==> src/rtl/ctrl_pkg.sv <==
// Shared control types for the I2S transceiver.
// Frame/standard enums, Tx data length, serializer state and slot helpers.
package ctrl_pkg;

  typedef enum logic {f16bits, f32bits} frame_size_t;
  typedef enum logic {I2S, MSB} standard_t;
  typedef enum logic [1:0] {d16, d24, d32} data_len_t;
  typedef enum logic [1:0] {IDLE, SHIFT, HOLD} tx_state_t;

  function automatic logic [5:0] slot_len(input frame_size_t fs);
    return (fs == f32bits) ? 6'd32 : 6'd16;
  endfunction

  function automatic logic [5:0] data_bits(input data_len_t dl);
    case (dl)
      d16:     return 6'd16;
      d24:     return 6'd24;
      default: return 6'd32;
    endcase
  endfunction

endpackage

==> src/rtl/i2s_bit_counter.sv <==
// Bit index within a Tx slot: clears, advances with wrap, or holds.
// Updates on the falling edge of the bit clock.
module i2s_bit_counter (
  input  logic       clk,
  input  logic       rst,
  input  logic       clr,
  input  logic       adv,
  input  logic [4:0] last_idx,
  output logic [4:0] bit_cnt,
  output logic       last_bit
);

  logic [4:0] cnt_q;
  logic [4:0] cnt_d;

  assign last_bit = (cnt_q == last_idx);
  assign bit_cnt  = cnt_q;

  always_comb begin
    cnt_d = cnt_q;
    if (clr) begin
      cnt_d = '0;
    end else if (adv) begin
      cnt_d = last_bit ? 5'd0 : cnt_q + 5'd1;
    end
  end

  always_ff @(negedge clk) begin
    if (rst) begin
      cnt_q <= '0;
    end else begin
      cnt_q <= cnt_d;
    end
  end

endmodule

==> src/rtl/i2s_tx_shifter.sv <==
// I2S transmit serializer: pops one FIFO word per slot, shifts MSB-first.
// TX_UNDERRUN_REPEAT_EN: underrun slots replay the last popped word.
module i2s_tx_shifter
  import ctrl_pkg::*;
#(
  parameter int DATA_W = 32
) (
  input  logic              sclk,
  input  logic              rst,
  input  frame_size_t       frame_size,
  input  data_len_t         data_len,
  input  standard_t         standard,
  input  logic              stop,
  input  logic              tx_ren,
  input  logic              del_tx_ren,
  input  logic [DATA_W-1:0] fifo_data,
  input  logic              fifo_empty,
  output logic              fifo_rd,
  output logic              sd,
  output logic              underrun,
  output logic [4:0]        bit_cnt
);

  tx_state_t         state_q, state_d;
  logic [DATA_W-1:0] shreg_q, shreg_d;
  logic              fifo_rd_q, fifo_rd_d;
  logic              underrun_q, underrun_d;

  logic              en;
  logic              running;
  logic              last_bit;
  logic              do_load;
  logic              go_idle;
  logic [5:0]        slen;
  logic [5:0]        dbits;
  logic [5:0]        nbits;
  logic [4:0]        last_idx;
  logic [DATA_W-1:0] ones;
  logic [DATA_W-1:0] mask;
  logic [DATA_W-1:0] src;

  assign en       = (standard == I2S) ? del_tx_ren : tx_ren;
  assign running  = (state_q == SHIFT) || (state_q == HOLD);
  assign slen     = slot_len(frame_size);
  assign dbits    = data_bits(data_len);
  assign last_idx = slen[4:0] - 5'd1;

  // Keep only the top min(slot, data) bits of the loaded word
  assign nbits = (dbits < slen) ? dbits : slen;
  assign ones  = '1;
  assign mask  = ~(ones >> nbits);

  assign do_load = !stop && en &&
                   ((state_q == IDLE) || (running && last_bit));
  assign go_idle = !stop && !do_load && (!running || !en);

`ifdef TX_UNDERRUN_REPEAT_EN
  logic [DATA_W-1:0] last_word_q, last_word_d;

  assign src = fifo_empty ? last_word_q : fifo_data;

  always_comb begin
    last_word_d = last_word_q;
    if (do_load && !fifo_empty) begin
      last_word_d = fifo_data;
    end
  end

  always_ff @(negedge sclk) begin
    if (rst) begin
      last_word_q <= '0;
    end else begin
      last_word_q <= last_word_d;
    end
  end
`else
  assign src = fifo_empty ? '0 : fifo_data;
`endif

  always_comb begin
    state_d    = state_q;
    shreg_d    = shreg_q;
    fifo_rd_d  = 1'b0;
    underrun_d = underrun_q;
    unique case (1'b1)
      stop: begin
        if (running) state_d = HOLD;
      end
      do_load: begin
        state_d    = SHIFT;
        shreg_d    = src & mask;
        fifo_rd_d  = !fifo_empty;
        underrun_d = underrun_q | fifo_empty;
      end
      go_idle: begin
        state_d = IDLE;
        shreg_d = '0;
      end
      default: begin
        state_d = SHIFT;
        shreg_d = shreg_q << 1;
      end
    endcase
  end

  always_ff @(negedge sclk) begin
    if (rst) begin
      state_q    <= IDLE;
      shreg_q    <= '0;
      fifo_rd_q  <= 1'b0;
      underrun_q <= 1'b0;
    end else begin
      state_q    <= state_d;
      shreg_q    <= shreg_d;
      fifo_rd_q  <= fifo_rd_d;
      underrun_q <= underrun_d;
    end
  end

  i2s_bit_counter u_cnt (
    .clk      (sclk),
    .rst      (rst),
    .clr      (go_idle),
    .adv      (running && !stop && en),
    .last_idx (last_idx),
    .bit_cnt  (bit_cnt),
    .last_bit (last_bit)
  );

  assign sd       = shreg_q[DATA_W-1];
  assign fifo_rd  = fifo_rd_q;
  assign underrun = underrun_q;

endmodule

==> config.mk <==
export PLATFORM = sky130hd
export DESIGN_NAME = i2s_tx_shifter
export DESIGN_NICKNAME = d
export VERILOG_FILES = /design/src/rtl/ctrl_pkg.sv /design/src/rtl/i2s_bit_counter.sv /design/src/rtl/i2s_tx_shifter.sv
export SDC_FILE = /design/constraint.sdc
export NUM_CORES = 1
export LEC_CHECK = 0
export ABC_CLOCK_PERIOD_IN_PS = 2200
export CORE_AREA = 2 2 90 92
export CTS_CLUSTER_DIAMETER = 50
export DETAILED_ROUTE_END_ITERATION = 10
export DIE_AREA = 0 0 92 94
export PLACE_DENSITY = 0.55
export RECOVER_POWER = 25
export SYNTH_ARGS = -nofsm -noshare
export SYNTH_HDL_FRONTEND = slang
export SYNTH_SLANG_ARGS = --single-unit
==> constraint.sdc <==
create_clock -name sclk -period 2.2 [get_ports sclk]
set_input_delay 0.22 -clock sclk [delete_from_list [all_inputs] [get_ports sclk]]
set_output_delay 0.22 -clock sclk [all_outputs]
set_load 0.02 [all_outputs]
==> impl_results.md, run 1 <==
* GRT overflow at 0
* Number of inserted diodes at 0
* Flip-flop and latch count after synthesis at 41
* Pleak at 1.40 nW
* Utilization after layout at 0.470
* Fin. max-slew vios at 0
* Antenna violations before repair at 0
* Post-DRT Antenna Nets at 0
* Nets at 391
* Synth area leader: dfxtp_1
* Asr flop ratio synth at 0
* Gpl congestion at 0.764
* DRC viols at 0
* Post-synth top cells: 41 x dfxtp_1, 36 x inv_1, 33 x a21oi_1
* Worst EP arrival at 1.55 ns
* Worst Tran Pin Value at 0.905 ns
* Main area contributors after synthesis: dfxtp_1 37%, a221oi_2 20%, a21oi_1 7.4%
* Post-synthesis cell area at 2230 um^2
* CTS tree: done
* GRT Resource Usage Total at 0.146
* Initial drt markers at 93
* Crit path required time at 1.37 ns
* Core area at 7610 um^2
* Num CTS Buffers at 5
* Worst R2R Start: state_q[0]$_SDFFE_NP0P_
* Syn avg cell area at 9.30 um^2
* Final setup skew at 0.0253 ns
* Clk sinks at 41
* HPWL after DPL at 3.64 mm
* Ys flop type: dfxtp_1
* RR Endpoint: shreg_q[12]$_SDFFE_NP0N_
* Routed via count at 2209
* H-tree depth at 2
* Critical path depth at 8
* Worst R2R Path Depth at 9
* Pre-antenna DRT Iters at 4
* Cell Pwr Density at 590 nW/um^2
* Number of buffers added on ports at 49
* Clock Path Buffers at 2
* IO Pins at 50
* Die width at 92 um
* Ys Warns at 0
* Distinct cell type count after synthesis at 34
* Clock slew at reported path FFs at 0.04 ns
* Initial Utilization at 0.293
* Worst VDD drop at 0.279 mV
* Root Buffer: clkbuf_8
* Rel. slew slack at 0.397
* RSZ-0062 raised after global routing: true
* Crit-path slowest cell: a2111oi_4
* Die H at 94 um
* Die ar. at 8650 um^2
* Final setup viols at 31
* Final hold slack at 0.460 ns
* Critical path buffers and inverters at 4
* Outcome: finished, violations left
* CP max stage delay at 0.36 ns
* Final setup margin at -0.171 ns
* Synth Instances at 240
* CP cell instances: buf_8, xnor2_4, a2111oi_4, buf_6, buf_12, buf_16, a21oi_4, a221oi_2
* Vias in the first global route at 2328
* Placement Rows at 32
* Register area share after synthesis at 0.368
* First-pass GRT wire length at 10.3 mm
* Non-Filler Instances at 450
* Layout area overhead at 60.1%
* Post-Place Worst Slack at -0.961 ns
* Delay-heaviest family, CP: compound AO/OA/AOI/OAI gates
* PnR Total Power at 0.00211 W
* Violated checks: negative setup slack
* Wire length per cell at 13.7 um
* Total Routed Length at 6.16 mm
* Startpoint Class: primary input
* CP endpoint: shreg_q[12]$_SDFFE_NP0N_
* Area share of the largest cell type after synthesis at 0.368
* Critical path capture point type: flip-flop
* Hold crit path type: flip-flop to flip-flop
* Post-synth EDFFs at 0
* Final hold vios at 0
* Vias per cell at 4.91
* Critical Setup Path Class: primary input to flip-flop
* Layout cells sized above 1 at 0.365
* Crit Path Max Fanout at 8
* Largest net degree at the start of global routing at 64
* Clk_lat worst skew at 0.38 ns
* Top-count cell post-synth: dfxtp_1
* Critical path startpoint: frame_size
* Flop2flop setup slack at 0.20 ns
* Placed Cells incl. Taps at 390
* Max_cap viols at 0
* Synth Net Count at 284
==> worst reg2reg max path, stage by stage, from the launching register on <==
cell       delay, ns
dfxtp_1         0.32
inv_1           0.05
ha_1            0.33
inv_1           0.14
a2111oi_4       0.35
buf_6           0.17
buf_12          0.11
buf_16          0.12
a21oi_4         0.05
a221oi_2        0.27
==> layout make-up <==
type,instances,area (um^2)
Clock buffer,5,68.8
Clock inverter,44,198
Fill cell,757,4040
Inverter,35,131
Multi-Input combinational cell,139,1360
Sequential cell,41,821
Tap cell,102,128
Timing Repair Buffer,84,870
==> logic make-up (layout without fill, tap and decap cells) <==
group | Yosys count | in the layout | share of synthesized area
flops | 41 | 41 | 0.368
fa+ha+maj | 2 | 2 | 0.0112
simple gates | 26 | 26 | 0.0695
mux | 4 | 4 | 0.0185
buf+inv | 60 | 168 | 0.110
xor+xnor | 4 | 4 | 0.0157
compound gates | 103 | 103 | 0.407
==> cells in the final DEF, fill, tap and decap left out, types with 5 or more instances in the layout <==
cell / count
buf_4: 27
clkbuf_8: 5
o2111ai_1: 6
a21oi_2: 12
nor2_1: 12
inv_1: 76
dfxtp_1: 41
a21oi_1: 18
o21ai_2: 14
buf_6: 7
buf_2: 5
o211ai_1: 9
clkdlybuf4s50_1: 34
a221oi_2: 30
==> per-stage QoR <==
| stage | instance area (um^2) | TNS [ns] |
|---|---|---|
| after floorplan | 2300 | -11.34 |
| after global routing | 3570 | -5.12 |
| final | 3570 | -3.66 |
| after CTS | 3580 | -5.96 |
| after detailed placement | 2970 | -35.54 |
| after global placement | 2970 | -34.29 |
==> routing by layer <==
metal	track usage	share of wire	up-vias
met2	0.237	0.49	52
met4	0.0709	0.016	0
met3	0.0602	0.052	11
met1	0.168	0.44	1049
li1	-	-	1097
met5	0	0	-
==> worst min-delay path by stage <==
stage                                         from                        to  slack (ns)  cells after the start
final                     shreg_q[31]$_SDFFE_NP0N_  shreg_q[31]$_SDFFE_NP0N_        0.46                      2
after global routing      shreg_q[21]$_SDFFE_NP0N_  shreg_q[21]$_SDFFE_NP0N_        0.48                      2
after CTS                  shreg_q[0]$_SDFFE_NP0N_   shreg_q[0]$_SDFFE_NP0N_        0.46                      2
after detailed placement   shreg_q[0]$_SDFFE_NP0N_   shreg_q[0]$_SDFFE_NP0N_        0.46                      2
after global placement    shreg_q[31]$_SDFFE_NP0N_  shreg_q[31]$_SDFFE_NP0N_        0.46                      2
after floorplan            shreg_q[0]$_SDFFE_NP0N_   shreg_q[0]$_SDFFE_NP0N_        0.45                      2
==> sequential cells by signal, summed over array words and instances, names as in the netlist <==
register / flops
shreg_q: 32
u_cnt.bit_cnt: 5
underrun: 1
state_q: 2
fifo_rd: 1
==> what timing repair did <==
action,in CTS,in global routing
setup endpoints to repair,48,41
pin swaps,31,16
buffers inserted,10,1
hold buffers,0,0
gates cloned,6,0
gates resized for setup,100,20
==> power by group <==
part	switching [W]	internal (W)	total [W]
registers	0.0000207	0.000783	0.000804
logic	0.000178	0.000195	0.000373
clock network	0.000492	0.000437	0.000929
No activity file was read; power rests on OpenSTA's default activity.
==> run 2, diff against run 1 <==
Settings changed: CELL_PAD_IN_SITES_DETAIL_PLACEMENT set to 0, CELL_PAD_IN_SITES_GLOBAL_PLACEMENT set to 2, PLACE_DENSITY 0.55 to 0.81.
==> impl_results.md, run 2 (synthesized netlist as in run 1, its figures left out) <==
* Outcome: finished, violations left
* Violated checks: negative setup slack
* Nets at 398
* Non-Filler Instances at 456
* Clk sinks at 41
* Fin. max-slew vios at 0
* Number of inserted diodes at 0
* Hold path startpoint: shreg_q[31]$_SDFFE_NP0N_
* Crit Path Max Fanout at 8
* Rel. slew slack at 0.624
* Final hold vios at 0
* Number of buffers added on ports at 49
* Most common cell after layout, fill and taps aside: inv_1
* DRC viols at 0
* Critical Setup Path Class: primary input to flip-flop
* Worst Tran Pin Value at 0.564 ns
* Worst R2R Path Depth at 8
* Clock slew at reported path FFs at 0.04 ns
* Crit-path slowest cell: a2111oi_4
* Startpoint Class: primary input
* RSZ-0062 raised after global routing: true
* Final setup skew at 0.0328 ns
* Clk_lat worst skew at 0.38 ns
* CP dominant cell by count: buf_6
* Post-DRT Antenna Nets at 0
* Vias in the first global route at 2428
* Initial drt markers at 32
* Pleak at 1.42 nW
* Placed Cells incl. Taps at 393
* Max_cap viols at 0
* Critical path capture point type: flip-flop
* Largest register FFs at 32
* Gpl congestion at 0.716
* Utilization after layout at 0.486
* GRT Resource Usage Total at 0.159
* Cell Pwr Density at 535 nW/um^2
* Root Buffer: clkbuf_8
* Total Routed Length at 6.46 mm
* Layout area overhead at 65.8%
* Crit path required time at 1.37 ns
* Worst R2R Start: u_cnt.bit_cnt[0]$_SDFFE_NP0P_
* Final setup viols at 32
* Wire length per cell at 14.2 um
* Antenna violations before repair at 0
* Final setup margin at -0.144 ns
* IO Pins at 50
* Post-Place Worst Slack at -0.932 ns
* Worst Hold End: shreg_q[31]$_SDFFE_NP0N_
* Clock Path Buffers at 2
* Die ar. at 8650 um^2
* Flop2flop setup slack at 0.20 ns
* Pre-antenna DRT Iters at 4
* Initial Utilization at 0.293
* H-tree depth at 2
* Placement Rows at 32
* # fillers at 765
* Largest reg by FF count: shreg_q
* Most frequent cells in the layout: 76 x inv_1, 40 x dfxtp_1, 34 x clkdlybuf4s50_1
* Core area at 7610 um^2
* Routed via count at 2227
* Layout cells sized above 1 at 0.404
* Num CTS Buffers at 5
* Die width at 92 um
* Worst VDD drop at 0.256 mV
* Worst EP arrival at 1.51 ns
* Largest net degree at the start of global routing at 37
* CP max stage delay at 0.35 ns
* Vias per cell at 4.88
* First-pass GRT wire length at 11.0 mm
* Hold crit path type: flip-flop to flip-flop
* Die H at 94 um
* HPWL after DPL at 3.86 mm
* GRT overflow at 0
* CTS tree: done
* RR Endpoint: shreg_q[6]$_SDFFE_NP0N_
* CP cell instances: buf_6, and4b_1, a2111oi_4, buf_6, buf_12, a21oi_4, a221oi_2
* Hold path depth at 2
run 2: critical path: cells and delay by family:
| family | cells | cell delay, ns |
|---|---|---|
| compound gates | 3 | 0.64 |
| buf+inv | 3 | 0.44 |
| simple gates | 1 | 0.21 |
run 2: through the flow:
step | power (W) | setup TNS [ns] | area, um^2 | hold slack [ns]
4_1_cts | 0.00202 | -3.54 | 3670 | 0.459
6_report | 0.00198 | -3.96 | 3700 | 0.460
3_5_place_dp | 0.00124 | -34.74 | 2980 | 0.456
5_1_grt | 0.00215 | -5.43 | 3700 | 0.479
2_1_floorplan | 0.00111 | -11.34 | 2300 | 0.446
3_3_place_gp | 0.00124 | -33.85 | 2980 | 0.455
run 2: area by class of cell:
class | instances | area [um^2] | area share
clock buffers | 5 | 68.8 | 0.0186
flip-flops and latches | 41 | 822 | 0.222
repair buffers | 91 | 932 | 0.252
clock inverters | 43 | 168 | 0.0453
well taps | 102 | 128 | 0.0345
multi-input cells | 139 | 1450 | 0.392
inverters | 35 | 131 | 0.0355
run 2: worst max-delay path by stage:
stage | start | endpoint | slack [ns]
after detailed placement | frame_size | shreg_q[2]$_SDFFE_NP0N_ | -0.93
after global routing | stop | shreg_q[4]$_SDFFE_NP0N_ | -0.21
after floorplan | stop | shreg_q[16]$_SDFFE_NP0N_ | -0.37
after global placement | frame_size | shreg_q[13]$_SDFFE_NP0N_ | -0.91
final | stop | shreg_q[6]$_SDFFE_NP0N_ | -0.14
after CTS | stop | shreg_q[4]$_SDFFE_NP0N_ | -0.14
run 2: where the power goes:
| part | total [W] | leakage (nW) | internal, W | switching (W) |
|---|---|---|---|---|
| logic | 0.000382 | 0.828 | 0.000197 | 0.000184 |
| clock network | 0.000786 | 0.259 | 0.000314 | 0.000472 |
| registers | 0.000810 | 0.337 | 0.000784 | 0.0000258 |
| total | 0.00198 | 1.42 | 0.00130 | 0.000682 |
run 2: layer usage:
metal  global-route usage  vias up  wire (um)
met4               0.0871        0         97
met1                0.174     1055       2810
li1                     -     1113          -
met3               0.0634        8        291
met2                0.265       51       3260
met5                    0        -          0
run 2: repair_timing:
action,4_1_cts,5_1_grt
resized for setup,132,13
endpoints found under the setup margin,48,37
hold buffers,0,0
gates cloned,5,0
pin swaps,71,15
buffers inserted,10,2
==> run 3, diff against run 2 <==
Settings changed: CORE_AREA 2 2 90 92 to 2 2 87 89, DIE_AREA 0 0 92 94 to 0 0 89 91, MAX_ROUTING_LAYER set to met4, PLACE_DENSITY 0.81 to 0.82, SYNTH_HIERARCHICAL set to 1.
==> impl_results.md, run 3 <==
* Asr flop ratio synth at 0
* Ys flop type: dfxtp_1
* Final setup margin at -0.486 ns
* Clock Path Buffers at 2
* Xor and xnor area share after synthesis at 0.0282
* CP cell instances: buf_6, xor2_2, nor3_2, nor3b_4, a21oi_4, nor4b_4, buf_6, nand3_2, a221oi_2
* Pre-antenna DRT Iters at 4
* CP endpoint: shreg_q[14]$_SDFFE_NP0N_
* Final setup skew at 0.0168 ns
* Antenna violations before repair at 0
* Largest net degree at the start of global routing at 37
* Post-synth EDFFs at 0
* Final hold vios at 0
* Crit Path Max Fanout at 8
* # hold bufs at CTS at 0
* Largest register FFs at 32
* Top-count cell post-synth: dfxtp_1
* Flop2flop setup slack at 0.06 ns
* Routed via count at 2143
* Crit path required time at 1.38 ns
* Initial Utilization at 0.292
* Clock slew at reported path FFs at 0.04 ns
* Die H at 91 um
* Most common cell after layout, fill and taps aside: inv_1
* Final setup viols at 35
* Adder-Cell Fraction of Synth Area at 0.0120
* Clk sinks at 41
* Startpoint Class: primary input
* Vias per cell at 4.86
* Largest reg by FF count: shreg_q
* Post-synth top cells: 41 x dfxtp_1, 24 x a221oi_1, 24 x nor2b_1, 24 x nor3_1
* Die ar. at 8100 um^2
* Die width at 89 um
* Nets at 385
* Final hold slack at 0.459 ns
* Num CTS Buffers at 5
* Outcome: finished, violations left
* Core area at 7140 um^2
* Crit-path slowest cell: nor3b_4
* Utilization after layout at 0.504
* Layout cells sized above 1 at 0.357
* Root Buffer: clkbuf_8
* PnR Total Power at 0.00215 W
* Critical Setup Path Class: primary input to flip-flop
* Vias in the first global route at 2198
* Synth Area in Simple Gates at 0.269
* Reg power frac at 0.375
* Worst EP arrival at 1.86 ns
* Violated checks: negative setup slack
* Layout area overhead at 72.2%
* Initial drt markers at 113
* Cell internal pwr at 0.00145 W
* Synth Instances at 222
* CP dominant cell by count: buf_6
* Combinational share of power at 0.189
* Critical path startpoint: frame_size
* Distinct cell type count after synthesis at 39
* First-pass GRT wire length at 9.68 mm
* Net Sw Frac at 0.327
* Worst R2R Path Depth at 9
* Main area contributors after synthesis: dfxtp_1 39%, a221oi_1 10%, nor2b_1 7.2%
* Worst VDD drop at 0.258 mV
* Wire length per cell at 13.4 um
* Number of buffers added on ports at 49
* Synth area leader: dfxtp_1
* Max_cap viols at 0
* Cell Pwr Density at 598 nW/um^2
* Ys Warns at 6
* Hold crit path type: flip-flop to flip-flop
* RR Endpoint: shreg_q[11]$_SDFFE_NP0N_
* Clock share of power at 0.437
* Gpl congestion at 0.740
* Fin. max-slew vios at 0
* Worst R2R Start: u_cnt/bit_cnt[0]$_SDFFE_NP0P_
* Critical path capture point type: flip-flop
* Post-synthesis cell area at 2090 um^2
* Total Routed Length at 5.92 mm
* Compound-Gate Fraction of Synth Area at 0.217
* RSZ-0062 raised after global routing: true
* Psw at 0.000703 W
* Flip-flop and latch count after synthesis at 41
* HPWL after DPL at 3.67 mm
* IO Pins at 50
* H-tree depth at 2
* DRC viols at 0
* Pleak at 1.51 nW
* GRT overflow at 0
* Syn avg cell area at 9.40 um^2
* CTS tree: done
* Main combinational cell family by area after synthesis: simple AND/OR/NAND/NOR gates
* Post-synthesis mux area share at 0.0204
* Post-DRT Antenna Nets at 0
* Area share of the largest cell type after synthesis at 0.393
* Register area share after synthesis at 0.393
* Clk_lat worst skew at 0.37 ns
* Placement Rows at 31
* CP max stage delay at 0.30 ns
* Most frequent cells in the layout: 51 x inv_1, 40 x dfxtp_1, 35 x clkdlybuf4s50_1
* GRT Resource Usage Total at 0.154
* Number of inserted diodes at 0
[run 3: cell families after synthesis]
kind of cell / after synthesis
other: 1
AO/OA/AOI/OAI: 53
multiplexers: 3
XOR/XNOR: 5
adder cells (fa/ha/maj): 2
flip-flops: 41
AND/OR/NAND/NOR: 88
buffers and inverters: 29
[run 3: how the worst min path moves through the flow]
stage | from | to | slack, ns | cells after the start
global route | shreg_q[10]$_SDFFE_NP0N_ | shreg_q[10]$_SDFFE_NP0N_ | 0.49 | 2
CTS | shreg_q[12]$_SDFFE_NP0N_ | shreg_q[12]$_SDFFE_NP0N_ | 0.46 | 2
detailed placement | shreg_q[12]$_SDFFE_NP0N_ | shreg_q[12]$_SDFFE_NP0N_ | 0.46 | 2
global placement | shreg_q[12]$_SDFFE_NP0N_ | shreg_q[12]$_SDFFE_NP0N_ | 0.46 | 2
floorplan | shreg_q[12]$_SDFFE_NP0N_ | shreg_q[12]$_SDFFE_NP0N_ | 0.44 | 2
finish | shreg_q[12]$_SDFFE_NP0N_ | shreg_q[12]$_SDFFE_NP0N_ | 0.46 | 2
[run 3: per-stage QoR]
stage	std cells	cell area, um^2	TNS [ns]	setup WS, ns
3_5_place_dp	385	2990	-42.50	-1.23
6_report	441	3590	-14.76	-0.486
4_1_cts	436	3410	-12.66	-0.432
2_1_floorplan	225	2180	-24.99	-0.818
3_3_place_gp	385	2990	-40.88	-1.15
5_1_grt	441	3590	-17.39	-0.565
[run 3: worst max-delay path, delay by kind of cell]
kind	cells	cell delay [ns]
and+or+nand+nor	4	0.86
AOI/OAI and AO/OA	2	0.34
buffers and inverters	2	0.29
xor gates and xnor gates	1	0.14
[run 3: per-layer routing]
| layer | wire, um | share of wire | global-route usage | up-vias |
|---|---|---|---|---|
| met5 | 0 | 0 | - | - |
| met3 | 313 | 0.053 | 0.0609 | 11 |
| met1 | 2590 | 0.44 | 0.174 | 1018 |
| met4 | 123 | 0.021 | 0.0908 | 0 |
| li1 | - | - | - | 1061 |
| met2 | 2890 | 0.49 | 0.226 | 53 |
[run 3: area by class of cell]
cell class / count / area [um^2]
clock buffers: 5 / 68.8
well taps: 99 / 124
clock inverters: 44 / 201
fillers: 721 / 3540
inverters: 10 / 37.5
flip-flops and latches: 41 / 822
repair buffers: 87 / 880
multi-input cells: 155 / 1460
[run 3: repair_timing]
item,in CTS,in global routing
hold endpoints to repair,0,0
pin swaps,7,2
resized for setup,80,24
setup endpoints to repair,48,45
buffers inserted,4,3
cloned,0,3
[run 3: power groups by stage]
| stage | registers, W | clock network (W) | logic [W] |
|---|---|---|---|
| 4_1_cts | 0.000802 | 0.000988 | 0.000373 |
| 2_1_floorplan | 0.000813 | 0.000120 | 0.000177 |
| 6_report | 0.000805 | 0.000939 | 0.000406 |
| 3_5_place_dp | 0.000811 | 0.000120 | 0.000340 |
| 3_3_place_gp | 0.000811 | 0.000120 | 0.000339 |
| 5_1_grt | 0.000807 | 0.00109 | 0.000440 |
